`src/rtl/instr_fetch_unit_pkg.sv`:
```
// rtl/instr_fetch_unit_pkg.sv - shared opcodes, fetch FSM encoding and reset PC
package instr_fetch_unit_pkg;

    localparam logic [5:0] OP_RTYPE = 6'd4;
    localparam logic [5:0] OP_ADDIU = 6'd12;
    localparam logic [5:0] OP_SUBIU = 6'd13;
    localparam logic [5:0] OP_SW    = 6'd16;
    localparam logic [5:0] OP_LW    = 6'd17;
    localparam logic [5:0] OP_BEQ   = 6'd19;
    localparam logic [5:0] OP_J     = 6'd28;

    localparam logic [31:0] RESET_PC_DEFAULT = 32'h0000_0000;

    typedef enum logic [1:0] {
        S_IDLE  = 2'd0,
        S_FETCH = 2'd1,
        S_HOLD  = 2'd2
    } fetchState_t;

endpackage

```
`src/rtl/instr_fetch_unit_if.sv`:
```
// rtl/instr_fetch_unit_if.sv - instruction memory req/ack bus
interface instr_fetch_unit_if #(
    parameter int ADDR_W = 32
) ();
    logic              imem_req;
    logic [ADDR_W-1:0] imem_addr;
    logic              imem_ack;
    logic [31:0]       imem_rdata;

    modport master (
        output imem_req,
        output imem_addr,
        input  imem_ack,
        input  imem_rdata
    );

    modport slave (
        input  imem_req,
        input  imem_addr,
        output imem_ack,
        output imem_rdata
    );
endinterface

```
`src/rtl/instr_fetch_unit_next_pc_calc.sv`:
```
// rtl/instr_fetch_unit_next_pc_calc.sv - next PC selection for jump/branch/sequential
module next_pc_calc #(
    parameter int ADDR_W = 32
) (
    input  logic [ADDR_W-1:0] pc,
    input  logic [25:0]       instr,
    input  logic              jump,
    input  logic              branch,
    input  logic              alu_zero,
    output logic [ADDR_W-1:0] next_pc
);
    logic [ADDR_W-1:0] pc4;
    logic [ADDR_W-1:0] branchOffset;

    assign pc4          = pc + ADDR_W'(4);
    assign branchOffset = {{(ADDR_W-18){instr[15]}}, instr[15:0], 2'b00};

    // Jump outranks branch; both additions wrap silently at 2^ADDR_W.
    always_comb begin
        next_pc = pc4;
        if (jump) begin
            next_pc = {pc4[ADDR_W-1:28], instr[25:0], 2'b00};
        end else if (branch && alu_zero) begin
            next_pc = pc4 + branchOffset;
        end
    end
endmodule

```
`src/rtl/instr_fetch_unit.sv`:
```
// rtl/instr_fetch_unit.sv - PC owner, imem fetch handshake and instruction hold stage
module instr_fetch_unit
    import instr_fetch_unit_pkg::*;
#(
    parameter int              ADDR_W   = 32,
    parameter logic [ADDR_W-1:0] RESET_PC = ADDR_W'(RESET_PC_DEFAULT)
) (
    input  logic                clk,
    input  logic                rst_n,
    instr_fetch_unit_if.master  imem,
    output logic                instr_valid,
    output logic [31:0]         instr,
    output logic [5:0]          opcode,
    output logic [ADDR_W-1:0]   pc,
    input  logic                id_ready,
    input  logic                jump,
    input  logic                branch,
    input  logic                alu_zero,
    output logic [31:0]         instr_count
);
    fetchState_t       state;
    logic              reqQ;
    logic              validQ;
    logic [ADDR_W-1:0] nextPc;

    next_pc_calc #(.ADDR_W(ADDR_W)) nextPcCalc (
        .pc       (pc),
        .instr    (instr[25:0]),
        .jump     (jump),
        .branch   (branch),
        .alu_zero (alu_zero),
        .next_pc  (nextPc)
    );

    assign imem.imem_req  = reqQ;
    assign imem.imem_addr = pc;
    assign instr_valid    = validQ;
    assign opcode         = instr[31:26];

    // req/valid are registered alongside the state so they track it exactly.
    always_ff @(posedge clk) begin
        if (!rst_n) begin
            state       <= S_IDLE;
            pc          <= RESET_PC;
            instr       <= '0;
            instr_count <= '0;
            reqQ        <= 1'b0;
            validQ      <= 1'b0;
        end else begin
            case (state)
                S_IDLE: begin
                    state <= S_FETCH;
                    reqQ  <= 1'b1;
                end
                S_FETCH: begin
                    if (imem.imem_ack) begin
                        instr  <= imem.imem_rdata;
                        state  <= S_HOLD;
                        reqQ   <= 1'b0;
                        validQ <= 1'b1;
                    end
                end
                S_HOLD: begin
                    if (id_ready) begin
                        pc          <= nextPc;
                        instr_count <= instr_count + 32'd1;
                        state       <= S_FETCH;
                        reqQ        <= 1'b1;
                        validQ      <= 1'b0;
                    end
                end
                default: begin
                    state  <= S_IDLE;
                    reqQ   <= 1'b0;
                    validQ <= 1'b0;
                end
            endcase
        end
    end
endmodule

```
`src/flat_wrapper.sv`:
```
// flat-port wrapper written by rule: the top's interface ports become plain ports
module instr_fetch_unit_flat import instr_fetch_unit_pkg::*;
#(
    parameter int              ADDR_W   = 32,
    parameter logic [ADDR_W-1:0] RESET_PC = ADDR_W'(RESET_PC_DEFAULT)
)
  (clk, rst_n, instr_valid, instr, opcode, pc, id_ready, jump, branch, alu_zero, instr_count, imem_imem_req, imem_imem_addr, imem_imem_ack, imem_imem_rdata);
  instr_fetch_unit_if #(.ADDR_W(ADDR_W)) imem_i ();
  input  logic clk;
  input  logic rst_n;
  output logic instr_valid;
  output logic [31:0] instr;
  output logic [5:0] opcode;
  output logic [ADDR_W-1:0] pc;
  input  logic id_ready;
  input  logic jump;
  input  logic branch;
  input  logic alu_zero;
  output logic [31:0] instr_count;
  output wire logic [$bits(imem_i.imem_req)-1:0] imem_imem_req;
  output wire logic [$bits(imem_i.imem_addr)-1:0] imem_imem_addr;
  input wire logic [$bits(imem_i.imem_ack)-1:0] imem_imem_ack;
  input wire logic [$bits(imem_i.imem_rdata)-1:0] imem_imem_rdata;
  assign imem_imem_req = imem_i.imem_req;
  assign imem_imem_addr = imem_i.imem_addr;
  assign imem_i.imem_ack = imem_imem_ack;
  assign imem_i.imem_rdata = imem_imem_rdata;
  instr_fetch_unit #(.ADDR_W(ADDR_W), .RESET_PC(RESET_PC)) u_core (.clk(clk), .rst_n(rst_n), .imem(imem_i), .instr_valid(instr_valid), .instr(instr), .opcode(opcode), .pc(pc), .id_ready(id_ready), .jump(jump), .branch(branch), .alu_zero(alu_zero), .instr_count(instr_count));
endmodule
```
`config.mk`:
```
export PLATFORM = sky130hd
export DESIGN_NAME = instr_fetch_unit_flat
export DESIGN_NICKNAME = d
export VERILOG_FILES = /design/src/rtl/instr_fetch_unit_pkg.sv /design/src/rtl/instr_fetch_unit_if.sv /design/src/rtl/instr_fetch_unit_next_pc_calc.sv /design/src/rtl/instr_fetch_unit.sv /design/src/flat_wrapper.sv
export SDC_FILE = /design/constraint.sdc
export NUM_CORES = 1
export LEC_CHECK = 0
export CORE_MARGIN = 3
export CORE_UTILIZATION = 50
export DETAILED_ROUTE_END_ITERATION = 6
export HOLD_SLACK_MARGIN = 0.05
export PLACE_DENSITY_LB_ADDON = 0.15
export SYNTH_ARGS = -nofsm -noshare
export SYNTH_HDL_FRONTEND = slang
export SYNTH_SLANG_ARGS = --single-unit
```
`constraint.sdc`:
```
create_clock -name clk -period 9.8 [get_ports clk]
set_input_delay 1.47 -clock clk [delete_from_list [all_inputs] [get_ports clk]]
set_output_delay 1.47 -clock clk [all_outputs]
set_load 0.03 [all_outputs]
```
==> metrics, run 1 <==
vias in the first global route around 6,100; Placed Instances 1,142; sequential share of the synthesized area slightly below 30%; DRT iter0 DRCs around 590; CP startpoint kind input port; clock buffer depth 2; routed vias/inst roughly 5.8; crit-path cells clkdlybuf4s50_1 > clkinv_1 > nand2_1 > nor2_1 > nand4_1 > o21ai_1 > nor3_2 > mux2i_1; critical path fanouts, max 27; cell family with most CP delay buffers and inverters; core area 12,900 µm²; asr flop ratio synth 0%; wire per inst 17.5 µm; commonest non-fill, non-tap cell in the layout clkdlybuf4s50_1; WP data arrival ~4700 ps; area added between synthesis and finish 27.1%; Buffers on Ports 170; area of the mapped netlist 6730 µm²; Post-Route WL slightly above 20,000 µm; die height around 120 µm; worst r2r src u_core.imem.imem_addr[2]$_SDFFE_PN0P_; initial antenna violation count 0; Static Leak 0.00333 µW; worst hold path class register to register; max_cap viols 0; pwr dens 108 nW/µm²; GP Congestion approximately 1.0; Synth area leader dfxtp_1; Final Cycle Share 45.2%; H-tree levels 3; number of synthesized register bits 97; status complete, no violations; Hold Path Cell Cnt 2; drt drc 0; die width roughly 120 µm; R2R Setup Slk 5500 ps; FMAX 0.226 GHz; Final Hold Fails 0; endpoint of the worst register-to-register path u_core.imem.imem_addr[31]$_SDFFE_PN0P_; Reg clk slew, reported paths 70 ps; first-pass GRT wire length between 30,000 and 40,000 µm; fin cells approximately 1,200; Setup crit end kind register; largest net degree at the start of global routing 55; Worst VDD drop roughly 0.000074 V; first-pass detailed-route iteration total 5; worst skew pair latency ~350 ps; overall power 919 µW; CP Launch Point jump; Worst Tran Pin Value 1080 ps; Post-CTS Setup Bufs 0; R2R depth 13; Rel. slew slack 27.6%; std cell rows 41; synth warn 0; GRT Residual Overflow 0; max incr delay on CP between 900 and 1000 ps; Post-DP Area 8240 µm²; # setup viols final 0; antenna-violating nets left 0; Num CTS Buffers 9; CP bufs+invs 2; CP Data Required Time 10,080 ps; CP max stage cell clkdlybuf4s50_1; top cells by area, synth dfxtp_1, nand2_1, ha_1; Setup Skew 9.37 ps; RSZ-0062 raised after global routing no; die area around 15,000 µm²; clk root buf clkbuf_16; CTS Sinks 97; GRT Total Usage 27.0%; ys flop type dfxtp_1; minimum clock period 4430 ps; vias post-DR 6,690; Yosys cell types 69; cts hold-fix bufs 0; ANT cells 0; CP Depth 8; layout cells sized above 1 3.65%; Mean Syn Cell Area about 7.7 µm²; Post-synth EDFFs 0; max-slew violation count 0; Initial Util 52.3%; Final Cell Area between 8000 and 9000 µm²; setup_tns 0 ps; Setup CP Type input port to register; Post-Syn Instances about 870; Synth top area share 28.9%; CP endpoint u_core.imem.imem_addr[31]$_SDFFE_PN0P_; final net count 1,059; fillcell total 1,118; CTS tree done; DP HPWL approximately 15,000 µm; post-cts sizing count 0; most frequent cells in the layout clkdlybuf4s50_1, nand2_1, dfxtp_1; I/O pin count 175
## per-layer routing
| layer | part of all wire, % | GRT usage, % |
|---|---|---|
| met1 | 45 | 38.7 |
| met2 | 43 | 39.9 |
| met5 | 0 | 0 |
| met3 | 10 | 6.82 |
| met4 | 2.0 | 8.47 |
## worst register-to-register path, stage by stage, from the launching register on
cell and delay [ps]:
dfxtp_1 540, ha_1 390, nand3_1 140, xnor2_1 160
ha_1 380, nand3_1 90, o211ai_1 480, nand3_1 220
a211oi_1 560, o21bai_1 210, a21oi_1 330, mux2_2 390
nor3_2 170, mux2i_1 180
## metrics by stage
| step | hold WS, ps | util, % | setup slack, ps |
|---|---|---|---|
| final | 457 | 66.4 | 5370 |
| after global placement | 444 | 64.0 | 5270 |
| after CTS | 462 | 66.4 | 5470 |
| after floorplan | 494 | - | 6120 |
| after global routing | 475 | 66.4 | 5180 |
| after detailed placement | 452 | 64.0 | 5130 |
## how the worst min path moves through the flow
stage,start,endpoint,slack [ps]
6_report,u_core.instr[15]$_SDFFE_PN0P_,u_core.instr[15]$_SDFFE_PN0P_,460
5_1_grt,u_core.instr[15]$_SDFFE_PN0P_,u_core.instr[15]$_SDFFE_PN0P_,480
4_1_cts,u_core.instr[15]$_SDFFE_PN0P_,u_core.instr[15]$_SDFFE_PN0P_,460
3_5_place_dp,u_core.instr[15]$_SDFFE_PN0P_,u_core.instr[15]$_SDFFE_PN0P_,450
3_3_place_gp,u_core.instr[15]$_SDFFE_PN0P_,u_core.instr[15]$_SDFFE_PN0P_,440
2_1_floorplan,u_core.state[1]$_SDFFE_PN0P_,u_core.state[1]$_SDFFE_PN0P_,490
## flip-flops by register name, summed over array words and instances, names as in the netlist
signal and flops:
u_core.imem.imem_addr 30, u_core.instr_count 32, u_core.state 2, u_core.instr 32, u_core.instr_valid 1
## cell type report
type	instances	area (µm²)	share of cell area, %
flip-flops and latches	97	1940	22.7
clock inverters	6	66.3	0.776
clock buffers	10	239	2.80
inverters	15	56.3	0.659
multi-input cells	682	4280	50.1
repair buffers	176	1750	20.4
well taps	172	215	2.52
## synth_stat cells (3+ instances only)
master,number
dfxtp_1,97
nand2_1,138
o21bai_1,3
a21oi_1,63
o2111ai_1,3
nor3_1,16
mux2i_1,3
ha_1,38
o21ai_0,40
nand2b_1,5
o22a_1,3
a21boi_0,15
and4_1,7
o221ai_1,3
a21o_1,21
nor4_1,5
nand4_1,21
o21ai_1,3
a22o_1,4
o31ai_1,3
nand3_1,45
a31oi_1,3
inv_1,13
a211oi_1,8
and3_1,10
xor2_1,29
or3_1,7
xnor2_1,43
and2_1,23
o211ai_1,12
o21a_1,6
o22ai_1,3
clkbuf_1,36
nor2b_1,7
nor2_1,52
buf_4,41
## power by group
part | total (µW) | switching (µW) | internal (µW)
combinational | 139 | 83.9 | 55.2
sequential | 415 | 12.3 | 403
clock | 365 | 160 | 205
## kinds of logic after synthesis
family | count (synthesis) | synth area share (%)
fa+ha+maj | 39 | 7.36
xor+xnor | 73 | 9.61
other cells | 1 | 0.0557
flops | 97 | 28.9
buf+inv | 96 | 7.68
compound gates | 211 | 20.3
mux | 4 | 0.614
simple gates | 351 | 25.5
No activity file was read; power rests on OpenSTA's default activity.
==> inputs of run 2 (changes only) <==
--- a/config.mk
+++ b/config.mk
@@ -6,7 +6,7 @@
 export NUM_CORES = 1
 export LEC_CHECK = 0
 export CORE_MARGIN = 3
-export CORE_UTILIZATION = 50
+export CORE_UTILIZATION = 45
 export DETAILED_ROUTE_END_ITERATION = 6
 export HOLD_SLACK_MARGIN = 0.05
 export PLACE_DENSITY_LB_ADDON = 0.15
==> constraint.sdc (replaced) <==
create_clock -name clk -period 3.7 [get_ports clk]
set_input_delay 0.555 -clock clk [delete_from_list [all_inputs] [get_ports clk]]
set_output_delay 0.555 -clock clk [all_outputs]
set_load 0.03 [all_outputs]
==> run 2 against run 1 <==
  * Die area up 11%
  * Sequential share of layout area is 1.1 points lower
  * Worst hold slack improved by 30 ps
  * Critical path type is now register to register
  * Critical endpoint is now u_core.imem.imem_addr[30]$_SDFFE_PN0P_
  * Largest cell class unchanged
  * Highest routed layer unchanged
==> metrics, run 2 (synthesis gave the netlist of run 1 again) <==
status complete, no violations (unchanged); register area 1950 µm² (was 1940 µm²); Post-Route WL 21,900 µm (was 20,300 µm); initial antenna violation count 0 (unchanged); Combinational Power Share 15.7% (was 15.1%); CP startpoint kind register (was input port); Initial Util 46.1% (was 52.3%); routed vias/inst 5.57 (was 5.78); # setup viols final 0 (unchanged); endpoint of the worst register-to-register path u_core.imem.imem_addr[30]$_SDFFE_PN0P_ (was u_core.imem.imem_addr[31]$_SDFFE_PN0P_); clk root buf clkbuf_16 (unchanged); WP data arrival 3780 ps (was 4710 ps); GRT Residual Overflow 0 (unchanged); Post-DP Area 8600 µm² (was 8240 µm²); setup_tns 0 ps (unchanged); FMAX 0.281 GHz; Setup crit end kind register (unchanged); layout cells sized above 1 10.4% (was 3.65%); DRT iter0 DRCs 446 (was 592); largest net degree at the start of global routing 43 (was 55); CP Data Required Time 3930 ps (was 10,080 ps); pwr dens 273 nW/µm² (was 108 nW/µm²); Rel. slew slack 49.7% (was 27.6%); switching power 726 µW (was 256 µW); multi-input logic area 4410 µm² (was 4280 µm²); Worst Tran Pin Value 754 ps (was 1080 ps); CTS tree done (unchanged); CP endpoint u_core.imem.imem_addr[30]$_SDFFE_PN0P_ (was u_core.imem.imem_addr[31]$_SDFFE_PN0P_); internal power 1740 µW (was 664 µW); most frequent cells in the layout clkdlybuf4s50_1, nand2_1, dfxtp_1 (unchanged); Clock power frac 39.8% (was 39.7%); std cell rows 44 (was 41); worst r2r src u_core.imem.imem_addr[5]$_SDFFE_PN0P_ (was u_core.imem.imem_addr[2]$_SDFFE_PN0P_); vias post-DR 6,771 (was 6,690); fillcell total 1,315 (was 1,118); wire per inst 18.0 µm (was 17.5 µm); first-pass GRT wire length 34,200 µm (was 32,100 µm); ANT cells 0 (unchanged); Reg clk slew, reported paths 80 ps (was 70 ps); Num CTS Buffers 9 (unchanged); I/O pin count 175 (unchanged); Final Cycle Share 96.1%; GRT Total Usage 26.2% (was 27.0%); R2R depth 15 (was 13); Final Hold Fails 0 (unchanged); Hold Path Cell Cnt 2 (unchanged); Setup CP Type register to register (was input port to register); max-slew violation count 0 (unchanged); Worst VDD drop 0.000238 V (was 0.0000742 V); Switching Fraction 29.5% (was 27.8%); worst hold path class register to register (unchanged); drt drc 0 (unchanged); final net count 1,105 (was 1,059); GP Congestion 0.995 (was 0.998); vias in the first global route 6,388 (was 6,108); Post-CTS Setup Bufs 0 (unchanged); CP Launch Point u_core.imem.imem_addr[5]$_SDFFE_PN0P_ (was jump); final core utilization 61.9% (was 66.4%); die width 128 µm (was 122 µm); area added between synthesis and finish 34.3% (was 27.1%); Buffers on Ports 170 (unchanged); Final Cell Area 9040 µm² (was 8550 µm²); H-tree levels 3 (unchanged); clock buffer depth 2 (unchanged); max_cap viols 0 (unchanged); Static Leak 0.00364 µW (was 0.00333 µW); minimum clock period 3550 ps; die height 128 µm (was 122 µm); CTS Sinks 97 (unchanged); first-pass detailed-route iteration total 5 (unchanged); R2R Setup Slk 150 ps (was 5500 ps); DP HPWL 16,000 µm (was 14,900 µm); sequential cell fraction of total power 44.6% (was 45.2%); overall power 2460 µW (was 919 µW); die area 16,500 µm² (was 14,900 µm²); worst skew pair latency 360 ps (was 350 ps); Setup Skew 7.86 ps (was 9.37 ps); core area 14,600 µm² (was 12,900 µm²); antenna-violating nets left 0 (unchanged); critical path fanouts, max 5 (was 27); commonest non-fill, non-tap cell in the layout clkdlybuf4s50_1 (unchanged)
==> run 2: cell count changes in the layout (fill, tap and decap cells not counted), sizes merged <==
| cell | previous run | this run |
|---|---|---|
| buf | 6 | 53 |
| bufinv | 1 | 0 |
| clkbuf | 10 | 11 |
| clkdlybuf4s50 | 170 | 169 |
| clkinv | 3 | 4 |
| clkinvlp | 3 | 0 |
| inv | 14 | 16 |
==> run 2: worst min path at each step <==
| stage | from | to | slack (ps) |
|---|---|---|---|
| 3_3_place_gp | u_core.instr[30]$_SDFFE_PN0P_ | u_core.instr[30]$_SDFFE_PN0P_ | 470 |
| 3_5_place_dp | u_core.instr[28]$_SDFFE_PN0P_ | u_core.instr[28]$_SDFFE_PN0P_ | 480 |
| 5_1_grt | u_core.instr[26]$_SDFFE_PN0P_ | u_core.instr[26]$_SDFFE_PN0P_ | 520 |
| 4_1_cts | u_core.instr[28]$_SDFFE_PN0P_ | u_core.instr[28]$_SDFFE_PN0P_ | 490 |
| 6_report | u_core.instr[28]$_SDFFE_PN0P_ | u_core.instr[28]$_SDFFE_PN0P_ | 490 |
| 2_1_floorplan | u_core.state[1]$_SDFFE_PN0P_ | u_core.state[1]$_SDFFE_PN0P_ | 490 |
==> run 2: power groups by stage <==
stage          sequential, µW  clock (µW)  combinational [µW]
5_1_grt                  1100        1030                 416
4_1_cts                  1100        1000                 381
3_3_place_gp             1120           0                 378
6_report                 1100         980                 386
2_1_floorplan            1160           0                 182
3_5_place_dp             1120           0                 379
==> run 2: layer usage <==
layer	up-vias	share of wire, %	global-route usage (%)
met3	34	8.9	7.46
met5	-	0	0
met4	0	1.9	6.74
li1	3352	-	-
met2	257	45	40.3
met1	3128	45	36.1
==> run 2: final cells by class <==
class	count	area share (%)
Clock inverter	5	0.623
Sequential cell	97	21.6
Timing Repair Buffer	222	23.1
Tap cell	184	2.55
Clock buffer	11	2.80
Multi-Input combinational cell	682	48.7
Inverter	15	0.623
==> run 2: worst max-delay path: stages (launching register included) <==
cell and delay, ps:
dfxtp_1 380, nand4_4 150, or4b_4 580, buf_4 190, nor2_2 160, xnor2_1 220, ha_1 330, a21o_1 170
a21o_1 180, a21o_1 180, a21oi_1 160, o21ai_0 160, a211oi_1 270, o21ai_0 120, nand3_1 100, a31oi_1 70
==> run 2: stage by stage <==
step	hold slack (ps)	setup WS [ps]	std cells
floorplan	494	17.2	875
global placement	473	52.8	1200
detailed placement	480	16.6	1200
CTS	492	99.8	1216
global route	520	-49.5	1216
finish	487	146	1216
==> run 2: what timing repair did <==
action,CTS,global route
gates resized for setup,2,30
pin swaps,0,6
endpoints found under the hold margin,0,0
endpoints found under the setup margin,1,8
hold buffers,0,0
==> inputs of run 3 (changes only) <==
--- a/config.mk
+++ b/config.mk
@@ -8,7 +8,7 @@
 export CORE_MARGIN = 3
 export CORE_UTILIZATION = 45
 export DETAILED_ROUTE_END_ITERATION = 6
-export HOLD_SLACK_MARGIN = 0.05
+export HOLD_SLACK_MARGIN = 0.08
 export PLACE_DENSITY_LB_ADDON = 0.15
 export SYNTH_ARGS = -nofsm -noshare
 export SYNTH_HDL_FRONTEND = slang
==> results of run 3 <==
Final layout, timing and power as in run 2 (identical DEF).
